## config.mk

```make
export PLATFORM = sky130hd
export DESIGN_NAME = div_seq_tc
export DESIGN_NICKNAME = d
export VERILOG_FILES = /design/src/rtl/div_seq_tc.sv
export SDC_FILE = /design/constraint.sdc
export NUM_CORES = 1
export LEC_CHECK = 0
export BUFFER_PORTS_ARGS = -buffer_cell sky130_fd_sc_hd__buf_2
export CAP_MARGIN = 0
export CORE_MARGIN = 5
export CORE_UTILIZATION = 30
export DETAILED_ROUTE_END_ITERATION = 10
export GPL_TIMING_DRIVEN = 0
export PLACE_DENSITY = 0.45
export SETUP_SLACK_MARGIN = 0.2
export SLEW_MARGIN = 20
export SYNTH_ARGS = -nofsm -noshare
export SYNTH_HDL_FRONTEND = slang
export SYNTH_SLANG_ARGS = --single-unit
```

## constraint.sdc

```tcl
create_clock -name i_clk -period 3.75 [get_ports i_clk]
set_clock_uncertainty 0.05 [all_clocks]
set_input_delay 0.1875 -clock i_clk [delete_from_list [all_inputs] [get_ports i_clk]]
set_output_delay 0.1875 -clock i_clk [all_outputs]
set_load 0.02 [all_outputs]
```

## src/rtl/div_seq_tc.sv

```systemverilog
// div_seq_tc: iterative radix-2 restoring divider, signed or unsigned per operation.
// One division in flight; one quotient bit per cycle; valid/ready on input and output.
// Ports:
//   i_clk, i_rst_n              clock (rising edge), synchronous active-low reset
//   i_in_valid / o_in_ready     operand handshake; accepted only while idle
//   i_a, i_b, i_tc              dividend, divisor, 1 = two's-complement operands
//   o_out_valid / i_out_ready   result handshake; result held until taken
//   o_quot, o_rem               quotient (A_WIDTH), remainder (B_WIDTH)
//   o_div_by_zero, o_overflow   divisor was zero / signed MIN divided by -1
module div_seq_tc #(
    parameter int unsigned A_WIDTH = 16,
    parameter int unsigned B_WIDTH = 16
) (
    input  logic               i_clk,
    input  logic               i_rst_n,
    input  logic               i_in_valid,
    output logic               o_in_ready,
    input  logic [A_WIDTH-1:0] i_a,
    input  logic [B_WIDTH-1:0] i_b,
    input  logic               i_tc,
    output logic               o_out_valid,
    input  logic               i_out_ready,
    output logic [A_WIDTH-1:0] o_quot,
    output logic [B_WIDTH-1:0] o_rem,
    output logic               o_div_by_zero,
    output logic               o_overflow
);

    localparam int unsigned CNT_W = (A_WIDTH > 1) ? $clog2(A_WIDTH) : 1;
    localparam logic [A_WIDTH-1:0] A_MIN = {1'b1, {(A_WIDTH-1){1'b0}}};
    localparam logic [B_WIDTH-1:0] B_ONES = '1;

    typedef enum logic [2:0] {
        S_IDLE,
        S_PREP,
        S_ITER,
        S_FIX,
        S_DONE
    } state_e;

    state_e             state_q, state_d;
    logic [A_WIDTH-1:0] a_q, a_d;         // operand as accepted
    logic [B_WIDTH-1:0] b_q, b_d;
    logic               tc_q, tc_d;
    logic [B_WIDTH-1:0] babs_q, babs_d;   // divisor magnitude
    logic [A_WIDTH-1:0] dvd_q, dvd_d;     // dividend bits shift out, quotient bits shift in
    logic [B_WIDTH-1:0] prem_q, prem_d;   // partial remainder
    logic [CNT_W-1:0]   cnt_q, cnt_d;
    logic               sgn_quot_q, sgn_quot_d;
    logic               sgn_rem_q, sgn_rem_d;
    logic               dbz_pend_q, dbz_pend_d;
    logic               ovf_pend_q, ovf_pend_d;
    logic [A_WIDTH-1:0] quot_q, quot_d;
    logic [B_WIDTH-1:0] rem_q, rem_d;
    logic               dbz_q, dbz_d;
    logic               ovf_q, ovf_d;

    logic [B_WIDTH:0]   rem_sh;
    logic               trial_ge;

    // State and datapath registers
    always_ff @(posedge i_clk) begin
        if (!i_rst_n) begin
            state_q    <= S_IDLE;
            a_q        <= '0;
            b_q        <= '0;
            tc_q       <= 1'b0;
            babs_q     <= '0;
            dvd_q      <= '0;
            prem_q     <= '0;
            cnt_q      <= '0;
            sgn_quot_q <= 1'b0;
            sgn_rem_q  <= 1'b0;
            dbz_pend_q <= 1'b0;
            ovf_pend_q <= 1'b0;
            quot_q     <= '0;
            rem_q      <= '0;
            dbz_q      <= 1'b0;
            ovf_q      <= 1'b0;
        end else begin
            state_q    <= state_d;
            a_q        <= a_d;
            b_q        <= b_d;
            tc_q       <= tc_d;
            babs_q     <= babs_d;
            dvd_q      <= dvd_d;
            prem_q     <= prem_d;
            cnt_q      <= cnt_d;
            sgn_quot_q <= sgn_quot_d;
            sgn_rem_q  <= sgn_rem_d;
            dbz_pend_q <= dbz_pend_d;
            ovf_pend_q <= ovf_pend_d;
            quot_q     <= quot_d;
            rem_q      <= rem_d;
            dbz_q      <= dbz_d;
            ovf_q      <= ovf_d;
        end
    end

    // Next-state and datapath
    always_comb begin
        state_d    = state_q;
        a_d        = a_q;
        b_d        = b_q;
        tc_d       = tc_q;
        babs_d     = babs_q;
        dvd_d      = dvd_q;
        prem_d     = prem_q;
        cnt_d      = cnt_q;
        sgn_quot_d = sgn_quot_q;
        sgn_rem_d  = sgn_rem_q;
        dbz_pend_d = dbz_pend_q;
        ovf_pend_d = ovf_pend_q;
        quot_d     = quot_q;
        rem_d      = rem_q;
        dbz_d      = dbz_q;
        ovf_d      = ovf_q;
        rem_sh     = {prem_q, dvd_q[A_WIDTH-1]};
        trial_ge   = (rem_sh >= {1'b0, babs_q});

        unique case (state_q)
            S_IDLE: begin
                if (i_in_valid) begin
                    a_d     = i_a;
                    b_d     = i_b;
                    tc_d    = i_tc;
                    state_d = S_PREP;
                end
            end
            S_PREP: begin
                dvd_d      = (tc_q && a_q[A_WIDTH-1]) ? (~a_q + A_WIDTH'(1)) : a_q;
                babs_d     = (tc_q && b_q[B_WIDTH-1]) ? (~b_q + B_WIDTH'(1)) : b_q;
                sgn_quot_d = tc_q && (a_q[A_WIDTH-1] ^ b_q[B_WIDTH-1]);
                sgn_rem_d  = tc_q && a_q[A_WIDTH-1];
                dbz_pend_d = (b_q == '0);
                ovf_pend_d = tc_q && (a_q == A_MIN) && (b_q == B_ONES);
                prem_d     = '0;
                cnt_d      = CNT_W'(A_WIDTH - 1);
                state_d    = S_ITER;
            end
            S_ITER: begin
                // Restoring step: keep the difference only when it does not go negative
                if (trial_ge) begin
                    prem_d = B_WIDTH'(rem_sh - {1'b0, babs_q});
                end else begin
                    prem_d = rem_sh[B_WIDTH-1:0];
                end
                dvd_d = {dvd_q[A_WIDTH-2:0], trial_ge};
                if (cnt_q == '0) begin
                    state_d = S_FIX;
                end else begin
                    cnt_d = cnt_q - CNT_W'(1);
                end
            end
            S_FIX: begin
                // Truncating division: remainder follows the dividend's sign
                quot_d = sgn_quot_q ? (~dvd_q + A_WIDTH'(1)) : dvd_q;
                rem_d  = sgn_rem_q ? (~prem_q + B_WIDTH'(1)) : prem_q;
                dbz_d  = dbz_pend_q;
                ovf_d  = ovf_pend_q;
                if (dbz_pend_q) begin
                    quot_d = '1;
                    rem_d  = a_q[B_WIDTH-1:0];
                end else if (ovf_pend_q) begin
                    quot_d = A_MIN;
                    rem_d  = '0;
                end
                state_d = S_DONE;
            end
            S_DONE: begin
                if (i_out_ready) begin
                    state_d = S_IDLE;
                end
            end
            default: state_d = S_IDLE;
        endcase
    end

    assign o_in_ready    = (state_q == S_IDLE);
    assign o_out_valid   = (state_q == S_DONE);
    assign o_quot        = quot_q;
    assign o_rem         = rem_q;
    assign o_div_by_zero = dbz_q;
    assign o_overflow    = ovf_q;

endmodule

```

======== Word level (Yosys, flattened, before mapping) ========
Cells that the tools add are included.
Widths: inputs -> output; s select.
word-level totals
  word-level logic and storage cells ...... 67
  bits in latches ......................... 0
  memory bits (read-only) ................. 0
  input port bits ......................... 37
  register bits after elaboration ......... 126
  RAM bits ................................ 0
  memories kept ........................... 0
cells by class
  shift operators ......................... 0
  multiply operators ...................... 0
  muxes and demuxes ....................... 17
  reduce and logical (&&, ||, !) cells .... 12
  divide/modulo/power cells ............... 0
  $lt $le $gt $ge ......................... 1
  bitwise logic cells ..................... 5
  $add $sub $neg .......................... 6
  equal/unequal tests ..................... 10
operators with widths
  cell                   number
  $mux 16                9
  $add 16x1->16 const B  4
  $not 16->16            4
  $pmux 16 s2            2
  $eq 16x16->1 const B   2
  $ge 17x16->1           1
  $logic_not 16->1       1
  $sub 16x16->16         1
  $pmux 3 s5             1
  $mux 3                 3
  $pmux 4 s2             1
  $eq 3x2->1 const B     2
  $ne 2x2->1 const B     3
  $logic_and 1x1->1      5
  $logic_not 4->1        1
  $mux 4                 1
  $reduce_and 2->1       2
  $sub 4x1->4 const B    1
  $eq 3x1->1 const B     1
  $eq 3x3->1 const B     1
  $logic_not 3->1        1
  $reduce_and 3->1       1
  $ne 2x1->1 const B     1
  $reduce_bool 2->1      1
  $xor 1x1->1            1

======== Longest topological paths before layout ========
Gate-level depths: netlist (run 1).
  depth after elaboration ................. 5
  mapped depth ............................ 10

======== Worst setup path after synthesis (run 1) ========
Ideal clock, no wire load.
  path kind ............................... register to register
  start ................................... register prem_q[13]
  end ..................................... register prem_q[8]
  stages on the path, launching flop included .. 8
  setup slack ............................. 1405 ps
  setup time .............................. 117 ps
  data required time ...................... 3583 ps
  arrival ................................. 2178 ps
  buffers on the path ..................... 0
  path through ............................ dfxtp_1 > ha_1 > a21o_1 > a211oi_1 > a21boi_2 > inv_1 > or3_1 > a32o_1
between the ends
  cells in the longest elaborated chain, start to end .. 3
ends and longest elaborated chain
  element                 line  text
  from (decl)             47    logic [B_WIDTH-1:0] prem_q, prem_d;
  from (signal assigned)  87    prem_q <= prem_d;
  $ge 17x16->1            119   trial_ge = (rem_sh >= {1'b0, babs_q});
  $mux 16                 143   if (trial_ge) begin
  $pmux 16 s2             121   unique case (state_q)
Every way passes these cells.
A chain may end at the register's enable or synchronous reset.

======== Worst setup path in the final report (run 1) ========
  start ................................... register prem_q[13]
  end ..................................... register prem_q[15]
between the ends
  cells in the longest elaborated chain, start to end .. 3
  elaborated cells between the ends (all ways) .. 4
  those cells by class .................... 1 x add/sub; 1 x order compare; 2 x mux
ends and longest elaborated chain
  element                                                line
  $sub 16x16->16 / $ge 17x16->1 (equally long branches)  144, 119
  $mux 16 *                                              143
  $pmux 16 s2 *                                          121
Every way passes the cells marked *; elsewhere a longest branch is shown, timed or not.

==> results, run 1 <==
- The register clock-pin slew on the reported worst setup and hold paths is 0.06 ns.
- After floorplanning, the core was sized to cover 23300 sq um.
- The classification of the worst setup path is reg -> reg.
- STA classifies the critical path endpoint as a flip-flop.
- In this run the worst hold path is classified as in -> reg.
- The number of max-slew violations in the final report came to 0.
- The global-route wire length before repair is 37600 um.
- The share of flip-flops with an asynchronous set or reset after synthesis is 0%.
- From synthesis to final layout, the design area changed by 23.3%.
- The source-to-sink clock delay at the later pin of the worst-skew pair is 0.42 ns.
- The internal power of the cells totals 3.24 mW.
- The floorplan step set the die height to 163 um.
- The floorplan step defined a die boundary enclosing 26600 sq um.
- The maximum clock path buffer count is 2.
- By area the synthesized netlist is led by sky130_fd_sc_hd__dfxtp_1 36%, sky130_fd_sc_hd__nand2_1 8.8%, sky130_fd_sc_hd__a21oi_1 6.3%, sky130_fd_sc_hd__xnor2_1 4.2%, sky130_fd_sc_hd__ha_1 3.9%.
- For the worst setup path, the data required time is 3.98 ns.
- The most common cell in the synthesized netlist is sky130_fd_sc_hd__nand2_1.
- The synthesized design contains 126 register bits.
- The number of cells upsized or downsized after cts is 0.
- For this run the aggregate overflow at the end of global routing stands at 0.
- The area of the mapped netlist is 7030 sq um.
- The residual DRC count is 0.
- Setup repair after global routing left no endpoint under its margin.
- Yosys mapped a number of flops with a built-in enable equal to 0.
- A synthesized cell averages 7.63 sq um.
- The routed wire length per instance is 17.2 um.
- The pin count of the biggest net entering global routing is 17.
- The pin slew with the least headroom to its limit is 0.761 ns.
- The highest ir drop seen on vdd is 282 uV.
- The overall via count from detail_route is 6877.
- At the worst endpoint, the arrival time is 3.24 ns.
- Counting every instance in the synthesized netlist gives 921.
- The minimum clock period is 3.01 ns.
- The H-tree generated during clock tree synthesis spans 4 levels.
- 0 antenna diodes ended up in the layout.
- The slowest cell on the critical path is sky130_fd_sc_hd__o21ai_0.
- The post-synth net total is 981.
- The startpoint kind of the worst setup timing path is a flip-flop.
- TritonCTS built the clock tree.
- The final-stage net count is 1105.
- The initial antenna violation count was 0.
- The violation count after the first detailed-route iteration is 420.
- For this run, the number of standard cells in the final layout without fillers is 1377.
- The buffer cell driving the clock tree root is sky130_fd_sc_hd__clkbuf_16.
- Power spread over the standard cell area amounts to 652 nW/um^2.
- After clock tree synthesis, the setup repair step added 0 buffers.
- The final critical path takes up 80.4% of the cycle.
- The net switching fraction of the power is 42.7%.
- The fraction of power consumed by the clock network is 27.5%.
- The number of max-cap violations is 0.
- The run finished with clean final reports.
- Clock tree synthesis found a total of 126 sinks.
- The library cell appearing most often on the critical path is sky130_fd_sc_hd__o21ai_0.
- Static timing analysis puts the maximum clock frequency at 332 MHz.
- The first TritonRoute pass finished after 5 iterations.
- The combinational group share of total power is 42.7%.
- The final layout contains routed wiring with a total length of 23600 um.
- The floorplan step set the die width to 163 um.
- The number of endpoints with negative hold slack in the final report was 0.
- Together, buffers and inverters on the worst path number 1.
- Along the worst path, the maximum fanout reaches 8.
- The dominant synthesized flop cell is sky130_fd_sc_hd__dfxtp_1.
- In the final layout, the share of cells above drive strength 1 is 10.7%.
- The post-layout utilization of the core is 37.3%.
- Sequential cells burn 29.8% of the power.
- The detailed-route vias per instance is 4.99.
- Summed over all nets, the half-perimeter wirelength after detailed placement is 18300 um.
- The number of placed instances with taps included is 1311.
- The post-route setup TNS is 0 ns.
- The design draws 5.65 mW.
- Counting instances in the post-synthesis netlist gives the leading cell types as 164 x sky130_fd_sc_hd__nand2_1, 126 x sky130_fd_sc_hd__dfxtp_1, 89 x sky130_fd_sc_hd__a21oi_1.
- The signal on the critical path passes through ha_1 -> a21o_1 -> a211oi_1 -> a21boi_2 -> inv_1 -> o21ai_0 -> o21ai_0.
- The largest single stage delay on the critical path is 0.54 ns.
- The number of top-level design ports is 73.
- The number of warnings reported in the yosys synthesis log is 0.
- In the global route stage, overall resource usage came out at 18.0%.
- The routability congestion estimate is 0.805.
- The number of endpoints failing setup at the final stage is 0.
- The total net switching power is 2.41 mW.
- Row generation in the floorplan step produced 56 rows.
- The number of buffers created by CTS is 17.
- Once the floorplan was initialized, standard cells occupied 30.2% of the core.
- Measured against its own limit, the worst slew margin works out to 49.3%.
- Summing the sequential cell areas from Yosys gives 35.9% of the chip area.
- The top cell type by area accounts for 35.9% of the synthesized area.
- Synthesis instantiated 59 different standard cells from the library.
- The remaining antenna violation count is 0.
- Summed over all cells, the static leakage comes to 3.28 nW.
- The count of input and output buffers is 71.
- The synthesized design spends more area on one cell type than any other, namely sky130_fd_sc_hd__dfxtp_1.
- Grouping stages by cell kind, the critical path spends the most delay in compound AO/OA/AOI/OAI gates.
- The number of global-route vias before repair is 6526.
==> stage by stage <==
| stage | hold WS (ns) | area [sq um] | worst slack (ns) |
|---|---|---|---|
| 6_report | 0.0675 | 8670 | 0.736 |
| 5_1_grt | 0.135 | 8670 | 0.405 |
| 4_1_cts | 0.0537 | 8670 | 0.746 |
| 3_5_place_dp | 0.385 | 7780 | 0.772 |
| 3_3_place_gp | 0.384 | 7780 | 0.707 |
| 2_1_floorplan | 0.273 | 7030 | 1.40 |
==> worst reg2reg max path, stage by stage (launching register included) <==
cell and delay [ns]:
sky130_fd_sc_hd__dfxtp_1 0.47, sky130_fd_sc_hd__ha_1 0.36, sky130_fd_sc_hd__a21o_1 0.20, sky130_fd_sc_hd__a211oi_1 0.39, sky130_fd_sc_hd__a21boi_2 0.45, sky130_fd_sc_hd__inv_1 0.24, sky130_fd_sc_hd__o21ai_0 0.54, sky130_fd_sc_hd__o21ai_0 0.18
==> registers in the layout, summed over array words and instances (netlist names) <==
signal / flops
o_rem: 16
tc_q: 1
state_q: 3
sgn_quot_q: 1
cnt_q: 4
a_q: 16
sgn_rem_q: 1
dbz_pend_q: 1
o_quot: 16
dvd_q: 16
o_div_by_zero: 1
ovf_pend_q: 1
babs_q: 16
o_overflow: 1
b_q: 16
prem_q: 16
==> power by group through the flow <==
stage	Sequential (mW)	Combinational [mW]	Clock (mW)
final	1.68	2.41	1.55
after global routing	1.71	2.74	1.64
after CTS	1.68	2.42	1.58
after detailed placement	1.71	2.38	0
after global placement	1.71	2.38	0
after floorplan	1.65	1.75	0
==> layer usage <==
layer | routed length, um | global-route usage, % | up-vias
met5 | 0 | 0 | -
met4 | 280 | 4.38 | 0
met3 | 1020 | 2.83 | 19
met2 | 9900 | 26.5 | 147
met1 | 12400 | 27.3 | 3184
li1 | - | - | 3527
==> cell families after synthesis <==
kind of cell | count (synthesis) | share of synthesized area [%]
AOI/OAI and AO/OA | 275 | 25.0
xor gates and xnor gates | 65 | 8.10
adders and majority gates | 23 | 4.20
buffers and inverters | 102 | 5.45
DFF | 126 | 35.9
muxes | 3 | 0.427
and+or+nand+nor | 327 | 20.9
==> path summary, 6_finish.rpt <==
| path | startpoint | endpoint | slack, ns | cells past startpoint |
|---|---|---|---|---|
| min | i_in_valid | state_q[0]$_SDFFE_PN0P_ | 0.07 | 3 |
| max reg2reg | prem_q[13]$_SDFFE_PN0N_ | prem_q[15]$_SDFFE_PN0N_ | 0.74 | 7 |
| min reg2reg | babs_q[15]$_SDFFE_PN0P_ | babs_q[15]$_SDFFE_PN0P_ | 0.41 | 2 |
| max | prem_q[13]$_SDFFE_PN0N_ | prem_q[15]$_SDFFE_PN0N_ | 0.74 | 7 |
==> cell type report <==
cell class / count / area (sq um)
inverters: 36 / 135
fillers: 2562 / 14600
multi-input cells: 693 / 4130
well taps: 319 / 399
flip-flops and latches: 126 / 2520
plain buffers: 66 / 248
clock buffers: 21 / 460
repair buffers: 105 / 696
clock inverters: 11 / 86.3
==> timing repair <==
| item | 4_1_cts | 5_1_grt |
|---|---|---|
| hold buffers | 34 | 0 |
| endpoints found under the hold margin | 34 | 0 |
| setup endpoints to repair | 0 | 0 |
==> cell usage in the layout, fill, tap and decap left out, types with 6 or more instances in the layout <==
| cell | instances |
|---|---|
| sky130_fd_sc_hd__buf_2 | 71 |
| sky130_fd_sc_hd__o211ai_1 | 16 |
| sky130_fd_sc_hd__nand2_1 | 164 |
| sky130_fd_sc_hd__clkbuf_1 | 62 |
| sky130_fd_sc_hd__nor2_1 | 56 |
| sky130_fd_sc_hd__o41ai_1 | 8 |
| sky130_fd_sc_hd__a31oi_1 | 18 |
| sky130_fd_sc_hd__xnor2_1 | 34 |
| sky130_fd_sc_hd__a22oi_1 | 13 |
| sky130_fd_sc_hd__buf_1 | 6 |
| sky130_fd_sc_hd__xor2_1 | 31 |
| sky130_fd_sc_hd__nand4_1 | 14 |
| sky130_fd_sc_hd__o31ai_1 | 13 |
| sky130_fd_sc_hd__nor4_1 | 7 |
| sky130_fd_sc_hd__dfxtp_1 | 126 |
| sky130_fd_sc_hd__a211oi_1 | 18 |
| sky130_fd_sc_hd__dlygate4sd3_1 | 34 |
| sky130_fd_sc_hd__nand3_1 | 28 |
| sky130_fd_sc_hd__o21ai_0 | 53 |
| sky130_fd_sc_hd__or3_1 | 9 |
| sky130_fd_sc_hd__o21a_1 | 7 |
| sky130_fd_sc_hd__clkbuf_16 | 17 |
| sky130_fd_sc_hd__nor3_1 | 16 |
| sky130_fd_sc_hd__ha_1 | 22 |
| sky130_fd_sc_hd__inv_1 | 35 |
| sky130_fd_sc_hd__a21oi_1 | 89 |
(Power assumes the default switching activity.)
==> run 2, diff against run 1 <==
clock period = 3 ns   (was 3.75 ns; I/O delays follow)
==> run 2 against run 1 <==
Effect of this change:
- wire length rose by 0.20%
- worst setup slack got worse by 0.38 ns
- first-iteration DRC count fell by 12%
- worst hold slack got worse by 0.036 ns
- flip-flop and latch count did not move
- register-to-register slack got worse by 0.38 ns
- clock power rose by 25%
- final cell count barely moved
- via count rose by 0.48%
- critical endpoint is now prem_q[12]$_SDFFE_PN0N_
- largest cell class unchanged
==> results, run 2 (synthesis results as in run 1) <==
- Result of the run: finished clean (unchanged).
- The area of the core came to 23300 sq um (unchanged).
- The post-route fraction of the period consumed by the critical path was 88.2% (was 80.4%).
- The final wirelength is 23700 um (was 23600 um).
- The combinational group share of total power is 44.4% (was 42.7%).
- The synthesis-to-finish area growth is 24.3% (was 23.3%).
- The peak clock frequency supported by timing was 378 MHz (was 332 MHz).
- The residual DRC count is 0 (unchanged).
- The maximum clock path buffer count is 2 (unchanged).
- The CTS tree is done (unchanged).
- The estimated wirelength of the detail-placed design is 18300 um (unchanged).
- Most frequent cells in the layout: 164 x sky130_fd_sc_hd__nand2_1, 126 x sky130_fd_sc_hd__dfxtp_1, 88 x sky130_fd_sc_hd__a21oi_1, 71 x sky130_fd_sc_hd__buf_2, 59 x sky130_fd_sc_hd__clkbuf_1 (was 164 x sky130_fd_sc_hd__nand2_1, 126 x sky130_fd_sc_hd__dfxtp_1, 89 x sky130_fd_sc_hd__a21oi_1, 71 x sky130_fd_sc_hd__buf_2, 62 x sky130_fd_sc_hd__clkbuf_1).
- The die width is 163 um (unchanged).
- The fill cell instance count of the final layout came to 2556 (was 2562).
- The depth of the CTS H-tree is 4 (unchanged).
- The number of top-level design ports was 73 (unchanged).
- The count of input and output buffers is 71 (unchanged).
- The maximum fanout along the worst path is 4 (was 8).
- The remaining antenna violation count came to 0 (unchanged).
- The row count is 56 (unchanged).
- The worst slew margin relative to its limit is 48.8% (was 49.3%).
- The end point of the critical path is prem_q[12]$_SDFFE_PN0N_ (was prem_q[15]$_SDFFE_PN0N_).
- The number of clock sinks came to 126 (unchanged).
- The final-stage net count is 1106 (was 1105).
- The initial core utilization is 30.2% (unchanged).
- The critical register-to-register path startpoint is dvd_q[15]$_SDFFE_PN0N_ (was prem_q[13]$_SDFFE_PN0N_).
- The iteration count of the initial detailed-routing pass is 5 (unchanged).
- The initial antenna violation count came to 0 (unchanged).
- The net switching fraction of the power is 42.8% (was 42.7%).
- The post-route setup TNS came to 0 ns (unchanged).
- The detailed-route vias per instance is 5.01 (was 4.99).
- The number of endpoints failing setup at the final stage is 0 (unchanged).
- The internal portion of total power is 4.17 mW (was 3.24 mW).
- The wire length on met3 is 869 um (was 1020 um).
- The die outline area came to 26600 sq um (unchanged).
- The register clock-pin slew on the reported worst setup and hold paths was 0.06 ns (about the same).
- The routed wire length per instance is 17.2 um (about the same).
- The die span in y came to 163 um (unchanged).
- The proportion of power drawn by flip-flops and latches is 28.9% (was 29.8%).
- The overall via count from detail_route is 6910 (was 6877).
- The arrival time of data at the critical path endpoint was 2.89 ns (was 3.24 ns).
- The buffer cell driving the clock tree root was sky130_fd_sc_hd__clkbuf_16 (unchanged).
- The total power divided by cell area is 833 nW/um^2 (was 652 nW/um^2).
- The total net switching power was 3.11 mW (was 2.41 mW).
- The global-route wire length before repair is 37600 um (unchanged).
- The number of max-slew violations in the final report is 0 (unchanged).
- The pin slew with the least headroom to its limit is 0.767 ns (was 0.761 ns).
- The routability congestion estimate is 0.805 (unchanged).
- The share of post-route cells with drive strength above 1 is 12.2% (was 10.7%).
- The detailed-routing wirelength on met1 is 12600 um (was 12400 um).
- The number of buffers created by CTS is 17 (unchanged).
- The violation count after the first detailed-route iteration is 368 (was 420).
- The number of global-route vias before repair is 6529 (was 6526).
- The highest metal layer with signal wires is met4 (unchanged).
- The reported leakage power is 3.32 nW (was 3.28 nW).
- The category of the worst setup path capture point is a flip-flop (unchanged).
- The most frequent standard cell in the layout excluding fill and tap cells is sky130_fd_sc_hd__nand2_1 (unchanged).
- The reg2reg setup slack came to 0.35 ns (was 0.74 ns).
- The sum of met2 wire segment lengths after detailed routing is 9900 um (unchanged).
- The highest ir drop seen on vdd was 352 uV (was 282 uV).
- The worst min-delay path class is in -> reg (unchanged).
- The origin of the worst setup path is dvd_q[15]$_SDFFE_PN0N_ (was prem_q[13]$_SDFFE_PN0N_).
- The source-to-sink clock delay at the later pin of the worst-skew pair came to 0.43 ns (was 0.42 ns).
- RSZ-0062 raised after global routing: true (was false).
- The minimum clock period is 2.65 ns (was 3.01 ns).
- The fraction of power consumed by the clock network is 26.6% (was 27.5%).
- The startpoint kind of the worst setup timing path is a flip-flop (unchanged).
- The number of endpoints with negative hold slack in the final report came to 0 (unchanged).
- The critical path required time is 3.25 ns (was 3.98 ns).
- The classification of the worst setup path is reg -> reg (unchanged).
- The number of max-cap violations is 0 (unchanged).
- The total global routing track utilization is 18.0% (about the same).
- The pin count of the biggest net entering global routing is 17 (unchanged).
- The path depth of the worst reg2reg path was 10 (was 7).
- The endpoint of the most critical register-to-register path is prem_q[12]$_SDFFE_PN0N_ (was prem_q[15]$_SDFFE_PN0N_).
- The aggregate global routing overflow is 0 (unchanged).
- The post-layout utilization of the core is 37.6% (was 37.3%).
- The antenna diode count is 0 (unchanged).
-- run 2: cell types whose count changed in the layout (fill, tap and decap cells not counted), sizes merged --
| cell | before | now |
|---|---|---|
| buf | 77 | 78 |
-- run 2: layout make-up --
cell class,instances,area [sq um],share of cell area [%]
well taps,319,399,4.57
flip-flops and latches,126,2520,28.9
multi-input cells,693,4180,47.9
inverters,36,135,1.55
repair buffers,106,703,8.04
clock buffers,21,460,5.27
plain buffers,66,251,2.88
clock inverters,11,86.3,0.988
-- run 2: worst min-delay path by stage --
stage | depth (start not counted) | start | slack [ns] | endpoint
after detailed placement | 3 | i_b[4] | 0.35 | b_q[4]$_SDFFE_PN0P_
after global placement | 3 | i_a[8] | 0.35 | a_q[8]$_SDFFE_PN0P_
after CTS | 3 | i_in_valid | 0.02 | state_q[0]$_SDFFE_PN0P_
after floorplan | 2 | i_a[14] | 0.24 | a_q[14]$_SDFFE_PN0P_
after global routing | 3 | i_in_valid | 0.1 | state_q[0]$_SDFFE_PN0P_
final | 3 | i_in_valid | 0.03 | state_q[0]$_SDFFE_PN0P_
-- run 2: repair_timing --
item / in CTS / in global routing
buffers inserted: 0 / 1
endpoints found under the setup margin: 13 / 31
endpoints found under the hold margin: 34 / 0
pin swaps: 0 / 1
gates resized for setup: 5 / 17
hold buffers: 34 / 0
-- run 2: stage by stage --
step	cells	hold WS [ns]	setup WS [ns]	power [mW]	cell area, sq um
after floorplan	921	0.236	0.655	4.25	7030
after detailed placement	1311	0.347	0.0217	5.11	7780
after global placement	1311	0.347	-0.0427	5.11	7780
after CTS	1377	0.0162	0.105	7.15	8680
final	1378	0.0310	0.354	7.28	8740
after global routing	1378	0.0977	0.102	7.81	8740
-- run 2: power groups by stage --
stage	Combinational (mW)	Clock, mW	Sequential [mW]
2_1_floorplan	2.19	0	2.06
3_3_place_gp	2.97	0	2.14
3_5_place_dp	2.97	0	2.14
4_1_cts	3.08	1.97	2.10
5_1_grt	3.63	2.04	2.14
6_report	3.23	1.94	2.11
-- run 2: critical path, stage by stage, from the launching register on --
cell and delay, ns:
sky130_fd_sc_hd__dfxtp_1 0.29, sky130_fd_sc_hd__inv_1 0.16, sky130_fd_sc_hd__ha_1 0.22, sky130_fd_sc_hd__inv_1 0.07, sky130_fd_sc_hd__fa_1 0.45, sky130_fd_sc_hd__a211oi_2 0.29, sky130_fd_sc_hd__o21ai_2 0.16, sky130_fd_sc_hd__a2111oi_2 0.39
sky130_fd_sc_hd__nor3_1 0.12, sky130_fd_sc_hd__xnor2_1 0.21, sky130_fd_sc_hd__o211ai_1 0.10
-- run 2: layer usage --
layer | vias up | GRT usage (%)
met2 | 144 | 26.5
met4 | 0 | 4.38
met1 | 3217 | 27.3
met3 | 17 | 2.83
li1 | 3532 | -
met5 | - | 0
==> run 3, diff against run 2 <==
BUFFER_PORTS_ARGS = -buffer_cell sky130_fd_sc_hd__buf_4   (was -buffer_cell sky130_fd_sc_hd__buf_2)
==> run 3 against run 2 <==
Effect of this change:
- register-to-register slack worse by 0.02 ns
- clock-buffer cell count down 3
- sequential share of layout area decreased by 0.94 points
- power rose by 5.7%
- final area rose by 3.3%
- worst hold slack worse by 0.016 ns
- highest routed layer unchanged
- critical endpoint unchanged
- final cell count stayed put
- clock power is 21% higher
==> results, run 3 (synthesis results as in run 1) <==
- Result of the run: finished clean (unchanged).
- The number of endpoints with negative hold slack in the final report was 0 (unchanged).
- The arrival time of data at the critical path endpoint came to 2.91 ns (was 2.89 ns).
- The row count is 56 (unchanged).
- The path depth of the worst reg2reg path is 10 (unchanged).
- RSZ-0062 raised after global routing: true (unchanged).
- The die span in y was 163 um (unchanged).
- The pin slew with the least headroom to its limit is 0.761 ns (was 0.767 ns).
- The worst min-delay path class is in -> reg (unchanged).
- The total net switching power is 3.13 mW (was 3.11 mW).
- The total power divided by cell area is 852 nW/um^2 (was 833 nW/um^2).
- The global-route wire length before repair is 38100 um (was 37600 um).
- The routed wire length per instance is 17.3 um (was 17.2 um).
- The antenna diode count came to 0 (unchanged).
- The number of buffers created by CTS was 17 (unchanged).
- The CTS tree is done (unchanged).
- The number of top-level design ports is 73 (unchanged).
- The minimum clock period is 2.66 ns (was 2.65 ns).
- The synthesis-to-finish area growth is 28.5% (was 24.3%).
- The aggregate global routing overflow is 0 (unchanged).
- The worst-case hold path end point is state_q[0]$_SDFFE_PN0P_ (unchanged).
- The highest ir drop seen on vdd was 354 uV (was 352 uV).
- The origin of the worst min-delay path is i_in_valid (unchanged).
- The peak clock frequency supported by timing is 375 MHz (was 378 MHz).
- The post-layout utilization of the core is 38.8% (was 37.6%).
- List of cells traversed by the critical path: inv_1 -> ha_1 -> inv_1 -> fa_1 -> a211oi_2 -> o21ai_1 -> a2111oi_2 -> nor3_1 -> xnor2_1 -> o211ai_1 (was inv_1 -> ha_1 -> inv_1 -> fa_1 -> a211oi_2 -> o21ai_2 -> a2111oi_2 -> nor3_1 -> xnor2_1 -> o211ai_1).
- The initial antenna violation count is 0 (unchanged).
- The worst slew margin relative to its limit is 49.3% (was 48.8%).
- The pin count of the biggest net entering global routing is 17 (unchanged).
- The total global routing track utilization was 18.2% (was 18.0%).
- The endpoint of the most critical register-to-register path is prem_q[12]$_SDFFE_PN0N_ (unchanged).
- The source-to-sink clock delay at the later pin of the worst-skew pair came to 0.43 ns (about the same).
- The net switching fraction of the power is 40.7% (was 42.8%).
- The share of post-route cells with drive strength above 1 came to 12.3% (was 12.2%).
- The final wirelength came to 23800 um (was 23700 um).
- The post-route fraction of the period consumed by the critical path was 88.8% (was 88.2%).
- The internal portion of total power came to 4.57 mW (was 4.17 mW).
- The number of max-cap violations is 0 (unchanged).
- The count of input and output buffers is 71 (unchanged).
- The reported leakage power is 3.41 nW (was 3.32 nW).
- The initial core utilization is 30.2% (unchanged).
- The number of clock sinks came to 126 (unchanged).
- The number of max-slew violations in the final report is 0 (unchanged).
- The depth of the CTS H-tree is 4 (unchanged).
- The routability congestion estimate is 0.828 (was 0.805).
- The reg2reg setup slack came to 0.34 ns (was 0.35 ns).
- The category of the worst setup path capture point is a flip-flop (unchanged).
- The final-stage net count is 1106 (unchanged).
- The maximum fanout along the worst path is 4 (unchanged).
- The register clock-pin slew on the reported worst setup and hold paths is 0.06 ns (about the same).
- The number of global-route vias before repair is 6607 (was 6529).
- The fraction of power consumed by the clock network is 30.6% (was 26.6%).
- The overall via count from detail_route came to 6881 (was 6910).
- The die outline area is 26600 sq um (unchanged).
- Most frequent cells in the layout: 164 x sky130_fd_sc_hd__nand2_1, 126 x sky130_fd_sc_hd__dfxtp_1, 88 x sky130_fd_sc_hd__a21oi_1, 72 x sky130_fd_sc_hd__buf_4, 58 x sky130_fd_sc_hd__clkbuf_1 (was 164 x sky130_fd_sc_hd__nand2_1, 126 x sky130_fd_sc_hd__dfxtp_1, 88 x sky130_fd_sc_hd__a21oi_1, 71 x sky130_fd_sc_hd__buf_2, 59 x sky130_fd_sc_hd__clkbuf_1).
- The cell depth of the worst hold path is 3 (unchanged).
- The buffer cell driving the clock tree root was sky130_fd_sc_hd__clkbuf_16 (unchanged).
- The proportion of power drawn by flip-flops and latches is 27.4% (was 28.9%).
- The most frequent standard cell in the layout excluding fill and tap cells is sky130_fd_sc_hd__nand2_1 (unchanged).
- The worst-case setup margin in the final layout is 0.336 ns (was 0.354 ns).
- The maximum clock path buffer count is 2 (unchanged).
- The critical path required time is 3.24 ns (was 3.25 ns).
- The residual DRC count is 0 (unchanged).
- The fill cell instance count of the final layout is 2500 (was 2556).
- The classification of the worst setup path is reg -> reg (unchanged).
- The remaining antenna violation count is 0 (unchanged).
- The largest stage delay on the critical path was 0.44 ns (was 0.45 ns).
- The slowest cell on the critical path was sky130_fd_sc_hd__fa_1 (unchanged).
- The worst slack at placement was -0.0171 ns (was 0.0217 ns).
- The iteration count of the initial detailed-routing pass was 5 (unchanged).
- The library cell appearing most often on the critical path was sky130_fd_sc_hd__inv_1 (unchanged).
- The area of the core is 23300 sq um (unchanged).
- The startpoint kind of the worst setup timing path is a flip-flop (unchanged).
- The critical register-to-register path startpoint was dvd_q[15]$_SDFFE_PN0N_ (unchanged).
- The estimated wirelength of the detail-placed design is 18400 um (was 18300 um).
- The detailed-route vias per instance was 4.99 (was 5.01).
- The combinational group share of total power is 42.0% (was 44.4%).
- The number of endpoints failing setup at the final stage came to 0 (unchanged).
- The violation count after the first detailed-route iteration came to 384 (was 368).
- The die width is 163 um (unchanged).
==> run 3: repair_timing <==
action,4_1_cts,5_1_grt
endpoints found under the setup margin,14,28
hold endpoints to repair,34,0
pin swaps,0,1
hold buffers,34,0
setup buffers,0,1
gates resized for setup,5,17
==> run 3: worst max-delay path, delay by kind of cell (launching register included) <==
family                     cells  cell delay, ns
AOI/OAI and AO/OA              4            0.99
xor gates and xnor gates       1            0.21
adders and majority gates      2            0.65
buffers and inverters          2            0.21
DFF                            1            0.29
and+or+nand+nor                1            0.12
==> run 3: worst max path at each step <==
stage | start | end | slack (ns) | cells after the start
finish | dvd_q[15]$_SDFFE_PN0N_ | prem_q[12]$_SDFFE_PN0N_ | 0.34 | 10
global route | dvd_q[15]$_SDFFE_PN0N_ | prem_q[14]$_SDFFE_PN0N_ | 0.16 | 10
CTS | prem_q[13]$_SDFFE_PN0N_ | prem_q[8]$_SDFFE_PN0N_ | 0.21 | 7
detailed placement | prem_q[13]$_SDFFE_PN0N_ | prem_q[12]$_SDFFE_PN0N_ | -0.02 | 7
global placement | prem_q[13]$_SDFFE_PN0N_ | prem_q[7]$_SDFFE_PN0N_ | -0.04 | 7
floorplan | prem_q[13]$_SDFFE_PN0N_ | prem_q[8]$_SDFFE_PN0N_ | 0.65 | 7
==> run 3: power by group through the flow <==
stage | Sequential (mW) | Combinational [mW] | Clock (mW)
final | 2.11 | 3.24 | 2.35
after global routing | 2.14 | 3.60 | 2.48
after CTS | 2.11 | 3.08 | 2.39
after detailed placement | 2.14 | 2.99 | 0
after global placement | 2.14 | 3.01 | 0
after floorplan | 2.06 | 2.19 | 0
==> run 3: layout make-up <==
class / instances / area, sq um / share of cell area (%)
Inverter: 36 / 135 / 1.50
Multi-Input combinational cell: 693 / 4190 / 46.3
Clock buffer: 18 / 429 / 4.75
Clock inverter: 14 / 231 / 2.56
Buffer: 66 / 251 / 2.78
Sequential cell: 126 / 2520 / 27.9
Timing Repair Buffer: 106 / 881 / 9.75
Tap cell: 319 / 399 / 4.42
==> run 3: metal layers <==
metal / GRT usage (%) / routed length (um)
met4: 3.81 / 149
met5: 0 / 0
met3: 3.08 / 1090
met1: 27.2 / 12200
met2: 27.8 / 10400
==> run 3: through the flow <==
| step | cell area, sq um | hold WS, ns | instances | power (mW) | TNS, ns |
|---|---|---|---|---|---|
| 6_report | 9030 | 0.0152 | 1378 | 7.70 | 0 |
| 4_1_cts | 8970 | 0.00865 | 1377 | 7.58 | 0 |
| 5_1_grt | 9030 | 0.0338 | 1378 | 8.21 | 0 |
| 2_1_floorplan | 7030 | 0.236 | 921 | 4.25 | 0 |
| 3_3_place_gp | 7960 | 0.352 | 1311 | 5.15 | -0.128 |
| 3_5_place_dp | 7960 | 0.359 | 1311 | 5.13 | -0.0322 |
